==> config.mk <==
export PLATFORM = sky130hd
export DESIGN_NAME = i2c_byte_master
export DESIGN_NICKNAME = d
export VERILOG_FILES = /design/src/rtl/i2c_pkg.sv /design/src/rtl/i2c_quarter_timer.sv /design/src/rtl/i2c_byte_master.sv
export SDC_FILE = /design/constraint.sdc
export NUM_CORES = 1
export LEC_CHECK = 0
export CELL_PAD_IN_SITES_DETAIL_PLACEMENT = 1
export CELL_PAD_IN_SITES_GLOBAL_PLACEMENT = 2
export CORE_UTILIZATION = 35
export CTS_CLUSTER_SIZE = 12
export DETAILED_ROUTE_END_ITERATION = 12
export HOLD_SLACK_MARGIN = 0.12
export PLACE_DENSITY_LB_ADDON = 0.1
export SKIP_LAST_GASP = 1
export SLEW_MARGIN = 20
export SYNTH_ARGS = -nofsm -noshare
export SYNTH_HDL_FRONTEND = slang
export SYNTH_SLANG_ARGS = --single-unit
==> constraint.sdc <==
create_clock -name clk -period 2.45 [get_ports clk]
set_clock_uncertainty 0.1 [all_clocks]
set_input_delay 0.49 -clock clk [delete_from_list [all_inputs] [get_ports clk]]
set_output_delay 0.49 -clock clk [all_outputs]
set_load 0.005 [all_outputs]
==> src/rtl/i2c_pkg.sv <==
// i2c_pkg: shared types and constants for the I2C byte master.
//   i2c_state_t : sequencer state encoding
//   SEL_*       : {sel_ack, sel_dir} codes driven to the SDA selector
package i2c_pkg;

   typedef enum logic [3:0] {
      IDLE,
      START,
      ADDR,
      AACK,
      WRITE,
      WACK,
      READ,
      RACK,
      STOP
   } i2c_state_t;

   localparam logic [1:0] SEL_M_DATA = 2'b00;  // master drives data bit
   localparam logic [1:0] SEL_S_DATA = 2'b01;  // slave drives data bit
   localparam logic [1:0] SEL_M_ACK  = 2'b10;  // master drives ack bit
   localparam logic [1:0] SEL_S_ACK  = 2'b11;  // slave drives ack bit

endpackage

==> src/rtl/i2c_quarter_timer.sv <==
// i2c_quarter_timer: divides clk into SCL quarter periods.
//   clk, rst        : system clock, async active-high reset
//   en_i            : count enable; when low the prescaler and quarter index hold at 0
//   tick_o          : last clk of the current quarter
//   pre_tick_o      : second-to-last clk of the current quarter
//   q_o             : quarter index 0..3 within the bit
//   last_q2_clk_o   : last clk of quarter 2 (input sampling point)
module i2c_quarter_timer #(
   parameter int unsigned CLK_DIV = 250
) (
   input  logic       clk,
   input  logic       rst,
   input  logic       en_i,
   output logic       tick_o,
   output logic       pre_tick_o,
   output logic [1:0] q_o,
   output logic       last_q2_clk_o
);

   localparam int CW = (CLK_DIV > 1) ? $clog2(CLK_DIV) : 1;

   logic [CW-1:0] cnt_q;
   logic [1:0]    q_q;

   assign tick_o        = (cnt_q == CW'(CLK_DIV - 1));
   assign pre_tick_o    = (cnt_q == CW'(CLK_DIV - 2));
   assign q_o           = q_q;
   assign last_q2_clk_o = tick_o && (q_q == 2'd2);

   always_ff @(posedge clk or posedge rst) begin
      if (rst) begin
         cnt_q <= '0;
         q_q   <= '0;
      end else if (!en_i) begin
         cnt_q <= '0;
         q_q   <= '0;
      end else if (tick_o) begin
         cnt_q <= '0;
         q_q   <= q_q + 2'd1;
      end else begin
         cnt_q <= cnt_q + CW'(1);
      end
   end

endmodule

==> src/rtl/i2c_byte_master.sv <==
// i2c_byte_master: byte-level I2C master sequencer.
// Runs one command per transaction: START, {addr,rw}, nbytes data bytes, STOP.
// SDA itself lives in the downstream selector; this block drives its data,
// ack and phase-select inputs and generates SCL.
//   cmd_*        : command handshake (accepted only in IDLE)
//   wr_data/req  : write byte source; wr_data captured on the wr_req clk
//   rd_data/valid: received byte and its update strobe
//   done         : pulse on the last clk of STOP
//   nack_err     : sticky slave-NACK flag, cleared on the next accept
//   scl          : bus clock
//   sda_dout/din : master-driven / slave-driven data bit
//   master_ack   : ack bit driven by master (0 = ACK)
//   slave_ack    : ack bit from slave (0 = ACK)
//   sel_ack/dir  : selector phase select
module i2c_byte_master
   import i2c_pkg::*;
#(
   parameter int unsigned CLK_DIV = 250,
   parameter int unsigned NB_W    = 4
) (
   input  logic            clk,
   input  logic            rst,
   input  logic            cmd_valid,
   output logic            cmd_ready,
   input  logic [6:0]      cmd_addr,
   input  logic            cmd_rw,
   input  logic [NB_W-1:0] cmd_nbytes,
   input  logic [7:0]      wr_data,
   output logic            wr_req,
   output logic [7:0]      rd_data,
   output logic            rd_valid,
   output logic            done,
   output logic            nack_err,
   output logic            scl,
   output logic            sda_dout,
   input  logic            sda_din,
   output logic            master_ack,
   input  logic            slave_ack,
   output logic            sel_ack,
   output logic            sel_dir
);

   i2c_state_t      state_q;
   logic            scl_q, sda_q, mack_q, ack_q, rw_q;
   logic [1:0]      sel_q;
   logic [7:0]      shift_q, rd_data_q;
   logic [2:0]      bit_q;
   logic [NB_W-1:0] bytes_q;
   logic            rd_valid_q, wr_req_q, done_q, nack_q;

   logic       tick, pre_tick, last_q2;
   logic [1:0] q;
   logic       bit_end;

   i2c_quarter_timer #(.CLK_DIV(CLK_DIV)) u_timer (
      .clk          (clk),
      .rst          (rst),
      .en_i         (state_q != IDLE),
      .tick_o       (tick),
      .pre_tick_o   (pre_tick),
      .q_o          (q),
      .last_q2_clk_o(last_q2)
   );

   assign bit_end = tick && (q == 2'd3);

   always_ff @(posedge clk or posedge rst) begin
      if (rst) begin
         state_q    <= IDLE;
         scl_q      <= 1'b1;
         sda_q      <= 1'b1;
         sel_q      <= SEL_M_DATA;
         mack_q     <= 1'b1;
         ack_q      <= 1'b0;
         rw_q       <= 1'b0;
         shift_q    <= '0;
         rd_data_q  <= '0;
         bit_q      <= '0;
         bytes_q    <= '0;
         rd_valid_q <= 1'b0;
         wr_req_q   <= 1'b0;
         done_q     <= 1'b0;
         nack_q     <= 1'b0;
      end else begin
         rd_valid_q <= 1'b0;
         wr_req_q   <= 1'b0;
         done_q     <= 1'b0;
         if (state_q == IDLE) begin
            if (cmd_valid) begin
               shift_q <= {cmd_addr, cmd_rw};
               rw_q    <= cmd_rw;
               bytes_q <= cmd_nbytes;
               nack_q  <= 1'b0;
               bit_q   <= '0;
               state_q <= START;
            end
         end else begin
            // Write byte arrives on the wr_req clk, so its MSB reaches SDA
            // one clk into q0 while SCL is still low.
            if (wr_req_q) begin
               shift_q <= wr_data;
               sda_q   <= wr_data[7];
            end
            if (last_q2) begin
               if (state_q == READ) begin
                  shift_q <= {shift_q[6:0], sda_din};
                  if (bit_q == 3'd7) begin
                     rd_data_q  <= {shift_q[6:0], sda_din};
                     rd_valid_q <= 1'b1;
                  end
               end
               if (state_q inside {AACK, WACK}) ack_q <= slave_ack;
            end
            // q2 entry: SCL rises; START/STOP move SDA here with SCL high.
            if (tick && q == 2'd1) begin
               scl_q <= 1'b1;
               if (state_q == START) sda_q <= 1'b0;
               if (state_q == STOP)  sda_q <= 1'b1;
            end
            // done registered one clk early so it lands on the bit's last clk
            if (state_q == STOP && q == 2'd3 && pre_tick) done_q <= 1'b1;
            if (bit_end) begin
               // defaults for the next bit's q0
               scl_q  <= 1'b0;
               sda_q  <= 1'b1;
               sel_q  <= SEL_M_DATA;
               mack_q <= 1'b1;
               case (state_q)
                  START: begin
                     state_q <= ADDR;
                     sda_q   <= shift_q[7];
                  end
                  ADDR, WRITE: begin
                     if (bit_q == 3'd7) begin
                        state_q <= (state_q == ADDR) ? AACK : WACK;
                        sel_q   <= SEL_S_ACK;
                        bit_q   <= '0;
                     end else begin
                        bit_q   <= bit_q + 3'd1;
                        shift_q <= {shift_q[6:0], 1'b0};
                        sda_q   <= shift_q[6];
                     end
                  end
                  AACK: begin
                     if (ack_q) begin
                        nack_q  <= 1'b1;
                        state_q <= STOP;
                        sda_q   <= 1'b0;
                     end else if (bytes_q == '0) begin
                        state_q <= STOP;
                        sda_q   <= 1'b0;
                     end else if (rw_q) begin
                        state_q <= READ;
                        sel_q   <= SEL_S_DATA;
                     end else begin
                        state_q  <= WRITE;
                        wr_req_q <= 1'b1;
                     end
                  end
                  WACK: begin
                     if (ack_q) begin
                        nack_q  <= 1'b1;
                        state_q <= STOP;
                        sda_q   <= 1'b0;
                     end else begin
                        bytes_q <= bytes_q - NB_W'(1);
                        if (bytes_q != NB_W'(1)) begin
                           state_q  <= WRITE;
                           wr_req_q <= 1'b1;
                        end else begin
                           state_q <= STOP;
                           sda_q   <= 1'b0;
                        end
                     end
                  end
                  READ: begin
                     if (bit_q == 3'd7) begin
                        state_q <= RACK;
                        sel_q   <= SEL_M_ACK;
                        mack_q  <= (bytes_q > NB_W'(1)) ? 1'b0 : 1'b1;
                        bit_q   <= '0;
                     end else begin
                        bit_q <= bit_q + 3'd1;
                        sel_q <= SEL_S_DATA;
                     end
                  end
                  RACK: begin
                     bytes_q <= bytes_q - NB_W'(1);
                     if (bytes_q != NB_W'(1)) begin
                        state_q <= READ;
                        sel_q   <= SEL_S_DATA;
                     end else begin
                        state_q <= STOP;
                        sda_q   <= 1'b0;
                     end
                  end
                  STOP: begin
                     state_q <= IDLE;
                     scl_q   <= 1'b1;
                  end
                  default: state_q <= IDLE;
               endcase
            end
         end
      end
   end

   assign cmd_ready  = (state_q == IDLE);
   assign wr_req     = wr_req_q;
   assign rd_data    = rd_data_q;
   assign rd_valid   = rd_valid_q;
   assign done       = done_q;
   assign nack_err   = nack_q;
   assign scl        = scl_q;
   assign sda_dout   = sda_q;
   assign master_ack = mack_q;
   assign sel_ack    = sel_q[1];
   assign sel_dir    = sel_q[0];

endmodule
==> results of run 1 <==
-- through the flow --
step                      util, %  instance area (um^2)  instances
after CTS                    46.0                  3620        441
after global routing         46.2                  3640        442
final                        46.2                  3640        442
after detailed placement     44.5                  3510        432
after global placement       44.5                  3510        432
after floorplan                 -                  2920        290
-- worst paths after layout --
check	from	endpoint	slack (ps)	cells past startpoint
max reg2reg	bit_q[0]	sda_dout	230	6
min in group clk	sel_q[1]	sel_q[1]	390	2
max	bit_q[0]	sda_dout	230	6
min	rst	u_timer.cnt_q[1]	390	2
max in group asynchronous	rst	master_ack	1280	3
min reg2reg	sel_q[1]	sel_q[1]	390	2
-- repair_timing --
item | in CTS | in global routing
resized for setup | 1 | 2
endpoints found under the setup margin | 1 | 2
setup buffers | 1 | 1
cloned | 0 | 0
-- cell families after synthesis --
| family | share of synthesized area (%) |
|---|---|
| xor gates and xnor gates | 2.40 |
| AOI/OAI and AO/OA | 17.2 |
| adders and majority gates | 4.71 |
| buffers and inverters | 4.84 |
| and+or+nand+nor | 18.3 |
| muxes | 11.3 |
| DFF | 41.3 |
-- layout make-up --
type	count	area (um^2)
fillers	891	4250
multi-input cells	212	1580
flip-flops and latches	48	1210
repair buffers	61	578
well taps	102	128
clock buffers	6	72.6
inverters	11	42.5
clock inverters	2	35.0
-- power by group --
| group | switching (mW) | internal, mW |
|---|---|---|
| Sequential | 0.000557 | 0.793 |
| Combinational | 0.0337 | 0.0470 |
| Clock | 0.274 | 0.303 |
-- per-layer routing --
| layer | track usage (%) | up-vias |
|---|---|---|
| met5 | 0 | - |
| met4 | 4.62 | 0 |
| met3 | 3.17 | 6 |
| met2 | 32.7 | 44 |
| met1 | 28.0 | 1226 |
| li1 | - | 1162 |
-- cell usage in the layout (no fill, tap or decap), types with 4 or more instances in the layout --
| cell type | n |
|---|---|
| and3_1 | 5 |
| nand3_1 | 13 |
| nor2_1 | 18 |
| a21oi_1 | 7 |
| nand2_1 | 14 |
| ha_1 | 11 |
| o31ai_1 | 8 |
| inv_1 | 9 |
| nor3b_1 | 5 |
| xor2_1 | 5 |
| nand4_1 | 4 |
| buf_4 | 18 |
| o21ai_0 | 10 |
| clkdlybuf4s50_1 | 41 |
| dfrtp_1 | 44 |
| mux2_2 | 11 |
| nor3_1 | 6 |
| nor2b_1 | 4 |
| o21a_1 | 9 |
| clkbuf_8 | 5 |
| o22ai_1 | 7 |
| mux2i_1 | 18 |
-- critical path, stage by stage (launching register included) --
cell	delay (ps)
dfrtp_1	420
ha_1	220
ha_1	250
a211o_1	300
a221o_1	290
a2111oi_0	470
a211oi_1	100
-- sequential cells by signal, summed over array words and instances (netlist names) --
register and count:
ack_q 1, bit_q 3, bytes_q 4, done 1, master_ack 1, nack_err 1, rd_data 8, rd_valid 1
rw_q 1, scl 1, sda_dout 1, sel_q 2, shift_q 8, state_q 4, u_timer.cnt_q 8, u_timer.q_o 2
wr_req 1
==> flow_summary.ini, run 1 <==
[min_path]
hold_path_class = input port to asynchronous set/reset pin

[floorplan]
initial_core_util_pct = 37.0
rows = 32
fp.dieH_um = 93.3
die-area_um2 = 8710
pin_count = 43
fp.coreArea_um2 = 7890
fp.dieW_um = 93.3

[global_route]
grtUsageTotal_pct = 20.1
grt_pass1_wl_mm = 13.5
overflow = 0
grt_pass1_vias = 2543
antenna_found_initial = 0
grt_max_degree = 32

[layout]
syn2layout_area_growth_pct = 24.7
drive_above_1_share_pct = 16.2
nNetsFinal = 375
antenna_cells = 0

[pwr]
power-per-cell-area_nw_per_um2 = 399
power_mw = 1.45
irDropWorstVdd_mv = 0.217
p_leak_nw = 1.56

[route]
wl_met3_um = 277
dr.pass1.iters = 4
dr_wl_met2_mm = 3.87
wl_met1_mm = 3.85
vias = 2438
antenna_left = 0
vias_per_cell = 5.52
drtIter0Drc = 78
drc = 0
wl_per_cell_um = 18.3
routed_wl_mm = 8.09
top_layer = met4

[cts]
cts_made_buffers = 5
clk_latency_ps = 300
clock-sinks = 48
clk_pin_slew_ps = 90
ctsLongestPathBuffers = 2
cts_tree = built
htree_levels = 2
ctsHoldBuffers = 0
root_buffer = clkbuf_8

[timing]
min_period_ps = 2220
hold_viol = 0
finalSetupTns_ps = 0
holdWs_ps = 386
worstMarginPinSlew_ps = 470
rsz0062_at_grt = false
setup_ws_ps = 230
slew_viol_final = 0
slew_headroom_pct = 67.9
min_period_over_period_pct = 90.6
finalSetupViolCount = 0
clock.fmax_mhz = 451

[yosys]
synth-seq-cells = 48
synth_common_cells = dfrtp_1, mux2i_1, nor2_1
synthArstFlopShare_pct = 100
yosys.cell_count.top_type = dfrtp_1
syn_nets = 326
syn-instance-count = 290
ys_types = 66
synth_warnings = 0
synth_largest_area_cell = dfrtp_1
yosysTopAreaCellShare_pct = 38.6
netlist_top_cells_area = dfrtp_1, mux2i_1, ha_1, mux2_2, dfstp_2
synth_edf_count = 0
syn_area_um2 = 2920
syn_area_per_cell_um2 = 10.1
ys_seq_area_share_pct = 41.3
synth_ff_type = dfrtp_1

[placement]
dp_slack_ps = 207
place.gp.congestion = 0.759
port_buffers = 42
hpwl_mm = 5.99

[critical_path]
critPathCaptureType = register
cp_data_arrival_time_ps = 2340
crit_fanout = 4
cp_data_required_time_ps = 2570
start_kind = register
worstSetupPathType = register to register

[status]
status = completed

[job]
cap_viol_max_count = 0
Note: power is estimated with default switching activity, not from simulation.
==> run 2: changes to the inputs <==
--- a/config.mk
+++ b/config.mk
@@ -10,6 +10,7 @@
 export CORE_UTILIZATION = 35
 export CTS_CLUSTER_SIZE = 12
 export DETAILED_ROUTE_END_ITERATION = 12
+export GPL_TIMING_DRIVEN = 0
 export HOLD_SLACK_MARGIN = 0.12
 export PLACE_DENSITY_LB_ADDON = 0.1
 export SKIP_LAST_GASP = 1
==> flow_summary.ini, run 2 (synthesized netlist as in run 1, its figures left out) <==
[cts]
clk_pin_slew_ps = 100
ctsLongestPathBuffers = 2
cts_tree = built
cts_made_buffers = 5
clock-sinks = 48
htree_levels = 2
clk_latency_ps = 310
root_buffer = clkbuf_8

[timing]
clock.fmax_mhz = 432
setup_ws_ps = 135
min_period_over_period_pct = 94.5
finalSetupViolCount = 0
slew_headroom_pct = 44.8
hold_viol = 0
worstMarginPinSlew_ps = 828
min_period_ps = 2310
slew_viol_final = 0
rsz0062_at_grt = false

[global_route]
grtUsageTotal_pct = 20.0
grt_max_degree = 49
overflow = 0
antenna_found_initial = 0
grt_pass1_vias = 2555
grt_pass1_wl_mm = 13.5

[floorplan]
pin_count = 43
rows = 32
fp.dieW_um = 93.3
fp.dieH_um = 93.3
die-area_um2 = 8710
initial_core_util_pct = 37.0
fp.coreArea_um2 = 7890

[layout]
syn2layout_area_growth_pct = 23.2
antenna_cells = 0
final_cell_mix = dfrtp_1, clkdlybuf4s50_1, nor2_1, mux2i_1, nand2_1
layout_commonest_cell = dfrtp_1
nNetsFinal = 373
drive_above_1_share_pct = 14.2
finish.utilization_pct = 45.6

[route]
drtIter0Drc = 91
drc = 0
dr.pass1.iters = 4
vias = 2459
wl_per_cell_um = 18.1
antenna_left = 0
routed_wl_mm = 7.95
vias_per_cell = 5.59

[job]
cap_viol_max_count = 0

[status]
status = completed

[pwr]
irDropWorstVdd_mv = 0.254
power-per-cell-area_nw_per_um2 = 381
p_leak_nw = 1.50

[critical_path]
r2r-end = rd_data[7]
crit_fanout = 10
start_kind = register
cp_data_required_time_ps = 2550
r2r_slack_ps = 140
rr_startpoint = bit_q[0]
r2r_cells = 5
critPathCaptureType = register
worstSetupPathType = register to register
cp_data_arrival_time_ps = 2410

[placement]
hpwl_mm = 5.82
place.gp.congestion = 0.804
dp_slack_ps = -216
port_buffers = 42

[min_path]
hold_path_class = register to register
hold_depth = 2
hold_end = sel_q[1]
hp-start = sel_q[1]
[run 2: cell count changes in the layout (fill, tap and decap cells not counted), sizes merged]
cell and delta:
buf -11, clkbuf +9, clkinv +2, bufinv -1
dlymetal6s2s -1
[run 2: timing repair]
item | in CTS | in global routing
buffers inserted | 1 | 0
setup endpoints to repair | 10 | 17
gates resized for setup | 7 | 7
pin swaps | 0 | 1
hold buffers | 0 | 0
[run 2: cell type report]
class	instances	area (um^2)
Clock inverter	3	18.8
Multi-Input combinational cell	212	1610
Timing Repair Buffer	43	423
Tap cell	102	128
Fill cell	877	4290
Clock buffer	5	68.8
Inverter	11	56.3
Buffer	16	91.3
Sequential cell	48	1200
[run 2: where the power goes]
group          internal, mW  total (mW)  switching, mW  leakage, nW
Combinational        0.0435      0.0768         0.0334        0.884
Sequential            0.793       0.793       0.000676        0.565
Clock                 0.200       0.499          0.299       0.0479
[run 2: critical path, cell delays in order, from the launching register on]
cell and delay [ps]:
dfrtp_1 410, ha_1 170, ha_1 430, nand2_1 210, nor3b_4 480, mux2_2 400
[run 2: metal layers]
| metal | up-vias | GRT usage, % | routed length, um |
|---|---|---|---|
| met4 | 0 | 5.26 | 135 |
| met1 | 1251 | 27.2 | 3750 |
| met3 | 10 | 3.25 | 218 |
| met2 | 39 | 33.0 | 3850 |
| li1 | 1159 | - | - |
| met5 | - | 0 | 0 |
[run 2: worst max path at each step]
stage	slack (ps)	to	startpoint
2_1_floorplan	290	shift_q[1]	bit_q[0]
3_3_place_gp	-440	bytes_q[3]	rst
3_5_place_dp	-220	cmd_ready	state_q[1]
4_1_cts	2	cmd_ready	state_q[1]
5_1_grt	10	rd_data[7]	bit_q[0]
6_report	140	rd_data[7]	bit_q[0]
[run 2: per-stage QoR]
step	cell area, um^2	total power [mW]	hold WS [ps]	cells	TNS, ps
global placement	3470	0.887	364	434	-21590
finish	3600	1.37	388	440	0
global route	3600	1.43	422	440	0
CTS	3590	1.40	400	441	0
floorplan	2920	0.836	373	290	0
detailed placement	3470	0.888	374	434	-1490
